## config.mk

```make
export PLATFORM = sky130hd
export DESIGN_NAME = gelato_wb_arbiter
export DESIGN_NICKNAME = d
export VERILOG_FILES = /design/src/rtl/gelato_wb_arbiter_pkg.sv /design/src/rtl/gelato_wb_fifo.sv /design/src/rtl/gelato_wb_arbiter.sv
export SDC_FILE = /design/constraint.sdc
export NUM_CORES = 1
export LEC_CHECK = 0
export BUFFER_PORTS_ARGS = -buffer_cell sky130_fd_sc_hd__buf_2
export CORE_AREA = 10 10 322 324
export DETAILED_ROUTE_END_ITERATION = 7
export DIE_AREA = 0 0 332 334
export PLACE_DENSITY = 0.52
export SLEW_MARGIN = 20
export SYNTH_ARGS = -nofsm -noshare
export SYNTH_HDL_FRONTEND = slang
export SYNTH_SLANG_ARGS = --single-unit
export TNS_END_PERCENT = 30
```

## constraint.sdc

```tcl
create_clock -name clk -period 4.18 [get_ports clk]
set_clock_uncertainty 0.2 [all_clocks]
set_input_delay 0.418 -clock clk [delete_from_list [all_inputs] [get_ports clk]]
set_output_delay 0.418 -clock clk [all_outputs]
set_load 0.02 [all_outputs]
```

## src/rtl/gelato_wb_arbiter_pkg.sv

```systemverilog
// Shared types for the writeback arbiter: register/warp widths and the buffered writeback entry.
package gelato_wb_arbiter_pkg;

    localparam int unsigned WARP_NUM   = 8;
    localparam int unsigned WARP_W     = $clog2(WARP_NUM);
    localparam int unsigned REG_W      = 6;
    localparam int unsigned WB_DATA_W  = 32;
    localparam int unsigned WB_SRC_NUM = 4;

    typedef logic [REG_W-1:0] reg_num_t;

    typedef struct packed {
        logic [WARP_W-1:0]    warp;
        reg_num_t             reg_num;
        logic [WB_DATA_W-1:0] data;
    } wb_entry_t;

endpackage

```

## src/rtl/gelato_wb_fifo.sv

```systemverilog
// Per-source writeback FIFO; full/empty come from the occupancy count, so pointers simply wrap.
module gelato_wb_fifo
    import gelato_wb_arbiter_pkg::*;
#(
    parameter int unsigned DEPTH = 4,
    parameter int unsigned CNT_W = $clog2(DEPTH + 1)
) (
    input  logic             clk,
    input  logic             rst,
    input  logic             enq,
    input  logic             deq,
    input  wb_entry_t        din,
    output wb_entry_t        head,
    output logic             full,
    output logic             empty,
    output logic [CNT_W-1:0] count
);

    localparam int unsigned PTR_W = $clog2(DEPTH);

    wb_entry_t        mem [DEPTH];
    logic [PTR_W-1:0] rd_ptr;
    logic [PTR_W-1:0] wr_ptr;

    always_ff @(posedge clk) begin
        if (rst) begin
            rd_ptr <= '0;
            wr_ptr <= '0;
            count  <= '0;
        end else begin
            if (enq) wr_ptr <= wr_ptr + PTR_W'(1);
            if (deq) rd_ptr <= rd_ptr + PTR_W'(1);
            count <= count + CNT_W'(enq) - CNT_W'(deq);
        end
    end

    // Storage carries no reset; validity is tracked by count alone.
    always_ff @(posedge clk) begin
        if (enq) mem[wr_ptr] <= din;
    end

    assign head  = mem[rd_ptr];
    assign full  = (count == CNT_W'(DEPTH));
    assign empty = (count == '0);

endmodule

```

## src/rtl/gelato_wb_arbiter.sv

```systemverilog
// Round-robin writeback arbiter: per-source FIFOs serialised onto one valid/ack channel.
// Optional stall counters are enabled with `define GELATO_WB_PERF_EN.
module gelato_wb_arbiter
    import gelato_wb_arbiter_pkg::*;
#(
    parameter int unsigned NUM_SRC    = WB_SRC_NUM,
    parameter int unsigned FIFO_DEPTH = 4,
    parameter int unsigned DATA_W     = 32,
    localparam int unsigned IDX_W     = $clog2(NUM_SRC)
) (
    input  logic                             clk,
    input  logic                             rst,
    input  logic                             rdy,
    input  logic [NUM_SRC-1:0]               src_valid,
    output logic [NUM_SRC-1:0]               src_ready,
    input  logic [NUM_SRC-1:0][WARP_W-1:0]   src_warp,
    input  reg_num_t [NUM_SRC-1:0]           src_reg,
    input  logic [NUM_SRC-1:0][DATA_W-1:0]   src_data,
    output logic                             wb_valid,
    input  logic                             wb_ack,
    output logic [WARP_W-1:0]                wb_warp,
    output reg_num_t                         wb_reg,
    output logic [DATA_W-1:0]                wb_data,
    output logic [IDX_W-1:0]                 wb_src
`ifdef GELATO_WB_PERF_EN
    ,
    output logic [NUM_SRC-1:0][15:0]         perf_stall_cnt
`endif
);

    localparam int unsigned CNT_W = $clog2(FIFO_DEPTH + 1);

    wb_entry_t          din       [NUM_SRC];
    wb_entry_t          head      [NUM_SRC];
    logic [CNT_W-1:0]   fifo_cnt  [NUM_SRC];
    logic [NUM_SRC-1:0] enq;
    logic [NUM_SRC-1:0] deq;
    logic [NUM_SRC-1:0] full;
    logic [NUM_SRC-1:0] empty;
    logic [IDX_W-1:0]   last_grant;
    logic [IDX_W-1:0]   start_idx;
    logic [IDX_W-1:0]   grant;
    logic               out_free;
    logic               fire;

    // Rotate requests so start is bit 0, take the lowest set bit, rotate back.
    function automatic logic [IDX_W-1:0] rr_pick(input logic [NUM_SRC-1:0] req,
                                                 input logic [IDX_W-1:0]   start);
        logic [NUM_SRC-1:0] rot;
        int                 pick;
        for (int k = 0; k < int'(NUM_SRC); k++)
            rot[k] = req[IDX_W'((int'(start) + k) % int'(NUM_SRC))];
        pick = 0;
        for (int k = int'(NUM_SRC) - 1; k >= 0; k--)
            if (rot[k]) pick = k;
        return IDX_W'((int'(start) + pick) % int'(NUM_SRC));
    endfunction

    always_comb begin
        start_idx = (last_grant == IDX_W'(NUM_SRC - 1)) ? '0 : last_grant + IDX_W'(1);
        grant     = rr_pick(~empty, start_idx);
        out_free  = !wb_valid || wb_ack;
        fire      = rdy && out_free && (|(~empty));
        for (int i = 0; i < int'(NUM_SRC); i++) begin
            src_ready[i]   = rdy && !rst && (fifo_cnt[i] < CNT_W'(FIFO_DEPTH));
            enq[i]         = src_valid[i] && src_ready[i] && (src_reg[i] != '0);
            deq[i]         = fire && (grant == IDX_W'(i));
            din[i].warp    = src_warp[i];
            din[i].reg_num = src_reg[i];
            din[i].data    = WB_DATA_W'(src_data[i]);
        end
    end

    for (genvar g = 0; g < NUM_SRC; g++) begin : g_fifo
        gelato_wb_fifo #(
            .DEPTH (FIFO_DEPTH),
            .CNT_W (CNT_W)
        ) u_fifo (
            .clk   (clk),
            .rst   (rst),
            .enq   (enq[g]),
            .deq   (deq[g]),
            .din   (din[g]),
            .head  (head[g]),
            .full  (full[g]),
            .empty (empty[g]),
            .count (fifo_cnt[g])
        );

        always_ff @(posedge clk) begin
            if (!rst && enq[g]) assert (!full[g]);
        end
    end

    // Output register: reload on ack or when empty; hold while presented and not taken.
    always_ff @(posedge clk) begin
        if (rst) begin
            wb_valid   <= 1'b0;
            wb_warp    <= '0;
            wb_reg     <= '0;
            wb_data    <= '0;
            wb_src     <= '0;
            last_grant <= IDX_W'(NUM_SRC - 1);
        end else if (rdy && out_free) begin
            if (fire) begin
                wb_valid   <= 1'b1;
                wb_warp    <= head[grant].warp;
                wb_reg     <= head[grant].reg_num;
                wb_data    <= DATA_W'(head[grant].data);
                wb_src     <= grant;
                last_grant <= grant;
            end else begin
                wb_valid   <= 1'b0;
            end
        end
    end

`ifdef GELATO_WB_PERF_EN
    // A source stalls when it is refused, or it has a head waiting that was not granted.
    always_ff @(posedge clk) begin
        if (rst) begin
            perf_stall_cnt <= '0;
        end else if (rdy) begin
            for (int i = 0; i < int'(NUM_SRC); i++) begin
                if (((src_valid[i] && !src_ready[i]) || (!empty[i] && !deq[i]))
                    && (perf_stall_cnt[i] != 16'hFFFF))
                    perf_stall_cnt[i] <= perf_stall_cnt[i] + 16'd1;
            end
        end
    end
`endif

endmodule

```

Word level (Yosys, flattened, before mapping)
Memories as Yosys holds them, arrays and structs flattened. A register that Yosys moved wholly into a read port is not among the register bits.
Cells that the tools add are included.
{ "classes": {"shifts": 0, "eq_ne": 4, "muxes": 37, "div": 0, "bitwise": 2, "magnitude_cmp": 9, "addsub": 21, "reduce_logical": 33, "multipliers": 0} }
{ "ops": {"columns": ["op", "count"], "rows": [
  ["binary-select mux 41 bit (select 2 bit)", 1],
  ["two-way mux 41 bit", 2],
  ["two-way mux 2 bit", 13],
  ["nonzero test 6 bit", 4],
  ["adder 2 x 1 -> 2 bit, second input constant", 10],
  ["logical AND 1 bit", 19],
  ["two-way mux 1 bit", 17],
  ["< comparator 2 x 4 -> 1 bit, second input constant", 4],
  ["adder 3 x 1 -> 3 bit", 4],
  ["logical NOT 3 bit", 4],
  ["< comparator 3 bit, second input constant", 4],
  ["subtractor 3 x 1 -> 3 bit", 4],
  ["binary-select mux 1 bit (select 2 bit)", 4],
  ["equality test 2 bit, second input constant", 3],
  ["adder 2 bit, second input constant", 2],
  ["NOT 4 bit", 1],
  ["OR reduction 4 bit", 1],
  [">= comparator 3 bit, second input constant", 1],
  ["NOT 2 -> 3 bit", 1],
  ["adder 2 bit", 1],
  ["equality test 2 x 1 -> 1 bit, second input constant", 1],
  ["logical NOT 1 bit", 2],
  ["logical NOT 2 bit", 1],
  ["AND reduction 2 bit", 1],
  ["logical OR 1 bit", 1]
]} }
{ "word_totals": {"input_bits": 172, "output_inout_bits": 48, "memories": 4, "latch_bits": 0, "ramBits": 656, "elab_cells": 128, "reg_bits": 74, "rom_bits": 0} }
{ "memory_table": {"columns": ["memory", "words", "width", "rd", "rd_ports_with_merged_regs", "write_ports", "line", "rtl"], "rows": [
  ["g_fifo[0].u_fifo.mem", 4, 41, 1, 1, 1, "gelato_wb_fifo.sv:21", "wb_entry_t mem [DEPTH];"],
  ["g_fifo[1].u_fifo.mem", 4, 41, 1, 1, 1, "gelato_wb_fifo.sv:21", null],
  ["g_fifo[2].u_fifo.mem", 4, 41, 1, 1, 1, "gelato_wb_fifo.sv:21", null],
  ["g_fifo[3].u_fifo.mem", 4, 41, 1, 1, 1, "gelato_wb_fifo.sv:21", null]
]} }

Logic depth before layout (Yosys ltp)
{ "logic_depth": {"word_depth": 15, "mapped_depth": 21, "depth_no_buf": 20} }

Hierarchy
From an unflattened synthesis, not the netlist that was laid out.
{ "hier_totals": {"cells_unflattened": 1442, "hier_area_um2": 29260.6} }
{ "by_module_without_submodules": {"columns": ["module", "cells_each", "n_inst", "seq_area_each_um2", "area_per_inst_um2"], "rows": [
  ["gelato_wb_fifo", 257, 4, 5104.9, 6406.1],
  ["gelato_wb_arbiter", 414, 1, 920.9, 3636.0]
]} }

Worst setup path before layout
No wires, ideal clock.
{ "synth_timing": {"path_kind": "reg-to-reg", "from": "register g_fifo[0].u_fifo.count[1]", "to": "register g_fifo[3].u_fifo.count[2]", "path_buffers": 4, "arrival_time_ns": 3.724, "path_stages_with_launch": 21, "setup_time_ns": 0.128, "path_slack_ns": 0.129, "period_less_slack_ns": 4.051, "t_required_ns": 3.852, "path_cell_list": "dfxtp_1 -> or3_1 -> buf_6 -> nand2_1 -> o211ai_1 -> o21ai_0 -> o311ai_0 -> ha_1 -> clkbuf_1 -> clkbuf_1 -> buf_1 -> nand2_1 -> nor2_1 -> ha_1 -> inv_1 -> ha_1 -> inv_1 -> fa_1 -> xor2_1 -> xnor2_1 -> nor2_1"} }
{ "synth_via": {"elab_chain_len": 13, "word_cells_on_any_way": 24, "cone_classes": "2 x add/sub; 1 x eq/ne; 16 x mux; 1 x bitwise; 4 x reduce/logical"} }
{ "synth_rtl": {"columns": ["element", "line", "rtl"], "rows": [
  ["start: declaration", "gelato_wb_fifo.sv:16", "output logic [CNT_W-1:0] count"],
  ["start signal: assignment", "gelato_wb_fifo.sv:33", "count <= count + CNT_W'(enq) - CNT_W'(deq);"],
  ["logical NOT 3 bit *", "gelato_wb_fifo.sv:44", "assign empty = (count == '0);"],
  ["NOT 4 bit *", "gelato_wb_arbiter.sv:61", "grant = rr_pick(~empty, start_idx);"],
  ["binary-select mux 1 bit (select 2 bit)", "gelato_wb_arbiter.sv:52", "rot[k] = req[IDX_W'((int'(start) + k) % int'(NUM_SRC))];"],
  ["two-way mux 1 bit (not written as such) (2 in a row)", "gelato_wb_arbiter.sv:52", null],
  ["two-way mux 2 bit (3 in a row)", "gelato_wb_arbiter.sv:55", "if (rot[k]) pick = k;"],
  ["two-way mux 2 bit *", "gelato_wb_arbiter.sv:55", null],
  ["adder 2 bit *", "gelato_wb_arbiter.sv:56", "return IDX_W'((int'(start) + pick) % int'(NUM_SRC));"],
  ["via grant[0]", "gelato_wb_arbiter.sv:42", "logic [IDX_W-1:0] grant;"],
  ["equality test 2 bit *", "gelato_wb_arbiter.sv:67", "deq[i] = fire && (grant == IDX_W'(i));"],
  ["logical AND 1 bit *", "gelato_wb_arbiter.sv:67", null],
  ["via g_fifo[3].u_fifo.deq", "gelato_wb_fifo.sv:11", "input logic deq,"],
  ["subtractor 3 x 1 -> 3 bit *", "gelato_wb_fifo.sv:33", null],
  ["end signal: assignment", "gelato_wb_fifo.sv:33", null],
  ["end: declaration", "gelato_wb_fifo.sv:16", null]
]} }
The timed path passes the listed nets; every way through them passes the cells marked *. The select of a mux whose other input is x is not followed.
A chain may end at the register's enable or synchronous reset.

Final worst setup path
{ "layout_timing": {"from": "register g_fifo[2].u_fifo.count[2]", "to": "register g_fifo[1].u_fifo.count[2]"} }
{ "layout_via": {"elab_chain_len": 13, "word_cells_on_any_way": 24, "cone_classes": "2 x add/sub; 1 x eq/ne; 16 x mux; 1 x bitwise; 4 x reduce/logical"} }
{ "layout_rtl": {"columns": ["element", "line"], "rows": [
  ["start: declaration", "gelato_wb_fifo.sv:16"],
  ["start signal: assignment", "gelato_wb_fifo.sv:33"],
  ["logical NOT 3 bit *", "gelato_wb_fifo.sv:44"],
  ["NOT 4 bit *", "gelato_wb_arbiter.sv:61, gelato_wb_arbiter.sv:63"],
  ["binary-select mux 1 bit (select 2 bit)", "gelato_wb_arbiter.sv:52"],
  ["two-way mux 1 bit (not written as such) (2 in a row)", "gelato_wb_arbiter.sv:52"],
  ["two-way mux 2 bit (4 in a row)", "gelato_wb_arbiter.sv:55"],
  ["adder 2 bit", "gelato_wb_arbiter.sv:56"],
  ["equality test 2 x 1 -> 1 bit", "gelato_wb_arbiter.sv:67"],
  ["logical AND 1 bit *", "gelato_wb_arbiter.sv:67"],
  ["via g_fifo[1].u_fifo.deq", "gelato_wb_fifo.sv:11"],
  ["subtractor 3 x 1 -> 3 bit *", "gelato_wb_fifo.sv:33"],
  ["end signal: assignment", "gelato_wb_fifo.sv:33"],
  ["end: declaration", "gelato_wb_fifo.sv:16"]
]} }
Marked as above.

==> impl_metrics.csv <==
group,metric,value,unit
yosys,synth_most_common_cell,"edfxtp_1",
critical_path,endpoint_kind,"flip-flop",
power_and_ir_drop,irDropWorstVdd,0.748,mV
global_route,grt_use_total,0.136,
clock_tree,cts_buffer_depth,3,
status,status,"complete, no violations",
global_route,grt_pass1_wl,114000,µm
route,vias,16071,
clock_tree,h-tree-depth,3,
sta,timing.final.crit_share,0.938,
yosys,async_flop_share,0,
global_route,grt_pass1_vias,17161,
power_and_ir_drop,intPower,16400,µW
yosys,syn_area,29000,µm²
route,routedWlPerCell,22.8,µm
critical_path,worstPathRequired,4470,ps
critical_path,arrival,4210,ps
yosys,synth_area_per_cell,18.1,µm²
final_layout,largestRegisters,"g_fifo.u_fifo.mem: 656 flops, wb_data: 32 flops, g_fifo.u_fifo.count: 12 flops",
floorplan,start_util,0.297,
sta,period_minus_slack,3920,ps
floorplan,die_w,332,µm
clock_tree,cts_root_buffer,"clkbuf_16",
power_and_ir_drop,pwr-share-clk,0.264,
yosys,syn_inst,1599,
flow_run,maxCapViolCount,0,
sta,holdWs,132,ps
yosys,ys_seq_area_frac,0.737,
final_layout,n_fill_cell,9181,
yosys,ys_warn_count,0,
clock_tree,clkSlewWorstSetupHoldPaths,60,ps
sta,finalSetupViolations,0,
power_and_ir_drop,p_leak,0.0118,µW
place,dpl.hpwl,51800,µm
final_layout,seq_area,21400,µm²
final_layout,top_register,"g_fifo.u_fifo.mem",
clock_tree,cts_tree,"built",
final_layout,largest_register_ffs,656,
route,vias_per_cell,4.75,
floorplan,boundaryPins,220,
sta,max_freq,255,MHz
sta,worst_pin_slew,1080,ps
global_route,antenna_found_initial,17,
power_and_ir_drop,pwr-share-seq,0.343,
yosys,synth_common_cells,"edfxtp_1 (656), mux2i_1 (170), nand2_1 (88)",
clock_tree,cts_buffers,83,
place,portBuffers,219,
yosys,synth_seq_cells,738,
power_and_ir_drop,swShare,0.372,
route,drtAntennaViolNets,0,
clock_tree,clkLatencyLatePin,620,ps
critical_path,critPathLaunchType,"flip-flop",
power_and_ir_drop,power_frac_comb,0.393,
route,wl,77200,µm
final_layout,synthToLayoutAreaGrowth,24.5,%
final_layout,multi_input_area,7100,µm²
yosys,synth_fp_nets,1801,
sta,slew_headroom,0.279,
final_layout,nNetsFinal,2222,
yosys,yosysUniqueCellTypes,59,
yosys,synth-edff-count,656,
yosys,ys_top_cells_by_area,"edfxtp_1 (68%), mux4_2 (6.4%), mux2i_1 (5.9%)",
sta,fin_tns_setup,0,ps
floorplan,core,97600,µm²
power_and_ir_drop,p_sw,9730,µW
power_and_ir_drop,power,26100,µW
final_layout,drive_gt1_frac,0.248,
yosys,synth-main-ff-cell,"edfxtp_1",
clock_tree,cts.sinks,738,
critical_path,setup.worst_path.class,"flip-flop to flip-flop",
place,gp_congestion,0.803,
sta,hold_viol,0,
global_route,grt_max_degree,51,
route,dr.pass1.iters,5,
min_path,hp-class,"input port to flip-flop",
floorplan,die_area,111000,µm²
global_route,overflow,0,
yosys,synth_area_leader_cell,"edfxtp_1",
route,first_iter_violations,999,
sta,rsz0062_at_grt,"no",
floorplan,placementRows,115,
critical_path,crit_fanout,6,
yosys,synth_top_area_frac,0.680,
sta,finalMaxSlewViolations,0,
final_layout,fin_area,36000,µm²
place,placed_cell_area,31700,µm²
floorplan,die_h,334,µm
power_and_ir_drop,powerDensity,725,nW/µm²
route,drc,0,
-- path summary, 6_finish.rpt --
| path | from | endpoint | slack [ps] | depth (start not counted) |
|---|---|---|---|---|
| hold reg to reg | wb_data[21] | wb_data[21] | 260 | 1 |
| hold / removal | src_valid[0] | g_fifo[0].u_fifo.wr_ptr[0] | 130 | 4 |
| setup / recovery | g_fifo[2].u_fifo.count[2] | g_fifo[1].u_fifo.count[2] | 260 | 19 |
| setup reg to reg | g_fifo[2].u_fifo.count[2] | g_fifo[1].u_fifo.count[2] | 260 | 19 |
-- power groups by stage --
stage          clock network [µW]  logic (µW)  registers, µW
4_1_cts                      7120       10600           8960
3_5_place_dp                    0       10400           9120
5_1_grt                      7430       11200           9010
2_1_floorplan                   0        6400           9100
3_3_place_gp                    0       10300           9100
6_report                     6890       10300           8970
-- cells by family after synthesis --
logic type	after synthesis	share of synthesized area
adders and majority gates	30	0.0140
buffers and inverters	125	0.0193
AOI/OAI and AO/OA	162	0.0497
xor gates and xnor gates	14	0.00475
and+or+nand+nor	275	0.0509
DFF	738	0.737
muxes	255	0.124
-- worst max-delay path: stages, from the launching register on --
cell and delay, ps:
dfxtp_1 340, or3_1 510, nand3_1 130, o31ai_1 70, o21ai_0 160, o311ai_0 230, ha_4 240, xnor2_2 130
buf_4 180, a21oi_2 50, nor2_1 170, nor2_1 70, ha_1 300, inv_1 70, ha_1 140, inv_1 50
fa_1 370, xor2_1 190, xnor2_1 140, nor2_1 50
-- repair_timing --
| item | 4_1_cts | 5_1_grt |
|---|---|---|
| setup buffers | 0 | 0 |
| resized for setup | 0 | 1 |
| hold buffers | 166 | 0 |
| setup endpoints to repair | 0 | 2 |
| hold endpoints to repair | 657 | 0 |
-- layout by cell type, fill, tap and decap left out, types with 12 or more instances in the layout --
master         count
a32o_1            41
and2_2            16
buf_2            219
buf_4             43
clkbuf_1          25
clkbuf_16         85
clkinv_2          12
dfxtp_1           76
dlygate4sd3_1    166
edfxtp_1         656
ha_1              25
inv_1             23
mux2i_1          170
mux4_2            82
nand2_1           87
nor2_1            37
o221ai_1          82
or3_1             86
-- routing by layer --
layer	vias up	share of wire	global-route usage
met1	8233	0.43	0.173
met4	16	0.015	0.0295
li1	7328	-	-
met2	397	0.50	0.234
met5	-	0.0012	0
met3	97	0.055	0.0309
-- per-stage QoR --
| step | cells | utilization | worst slack (ps) |
|---|---|---|---|
| 6_report | 3383 | 0.369 | 258 |
| 5_1_grt | 3379 | 0.369 | 51.1 |
| 4_1_cts | 3376 | 0.369 | 231 |
| 3_5_place_dp | 3056 | 0.325 | 233 |
| 3_3_place_gp | 3056 | 0.325 | 276 |
| 2_1_floorplan | 1599 | - | 129 |
-- layout make-up --
| cell class | count | area share |
|---|---|---|
| Antenna cell | 7 | 0.000486 |
| Clock buffer | 114 | 0.0632 |
| Timing Repair Buffer | 437 | 0.0905 |
| Inverter | 24 | 0.00250 |
| Clock inverter | 40 | 0.00903 |
| Multi-Input combinational cell | 736 | 0.197 |
| Sequential cell | 738 | 0.593 |
| Tap cell | 1287 | 0.0447 |
Note: power is estimated with default switching activity, not from simulation.
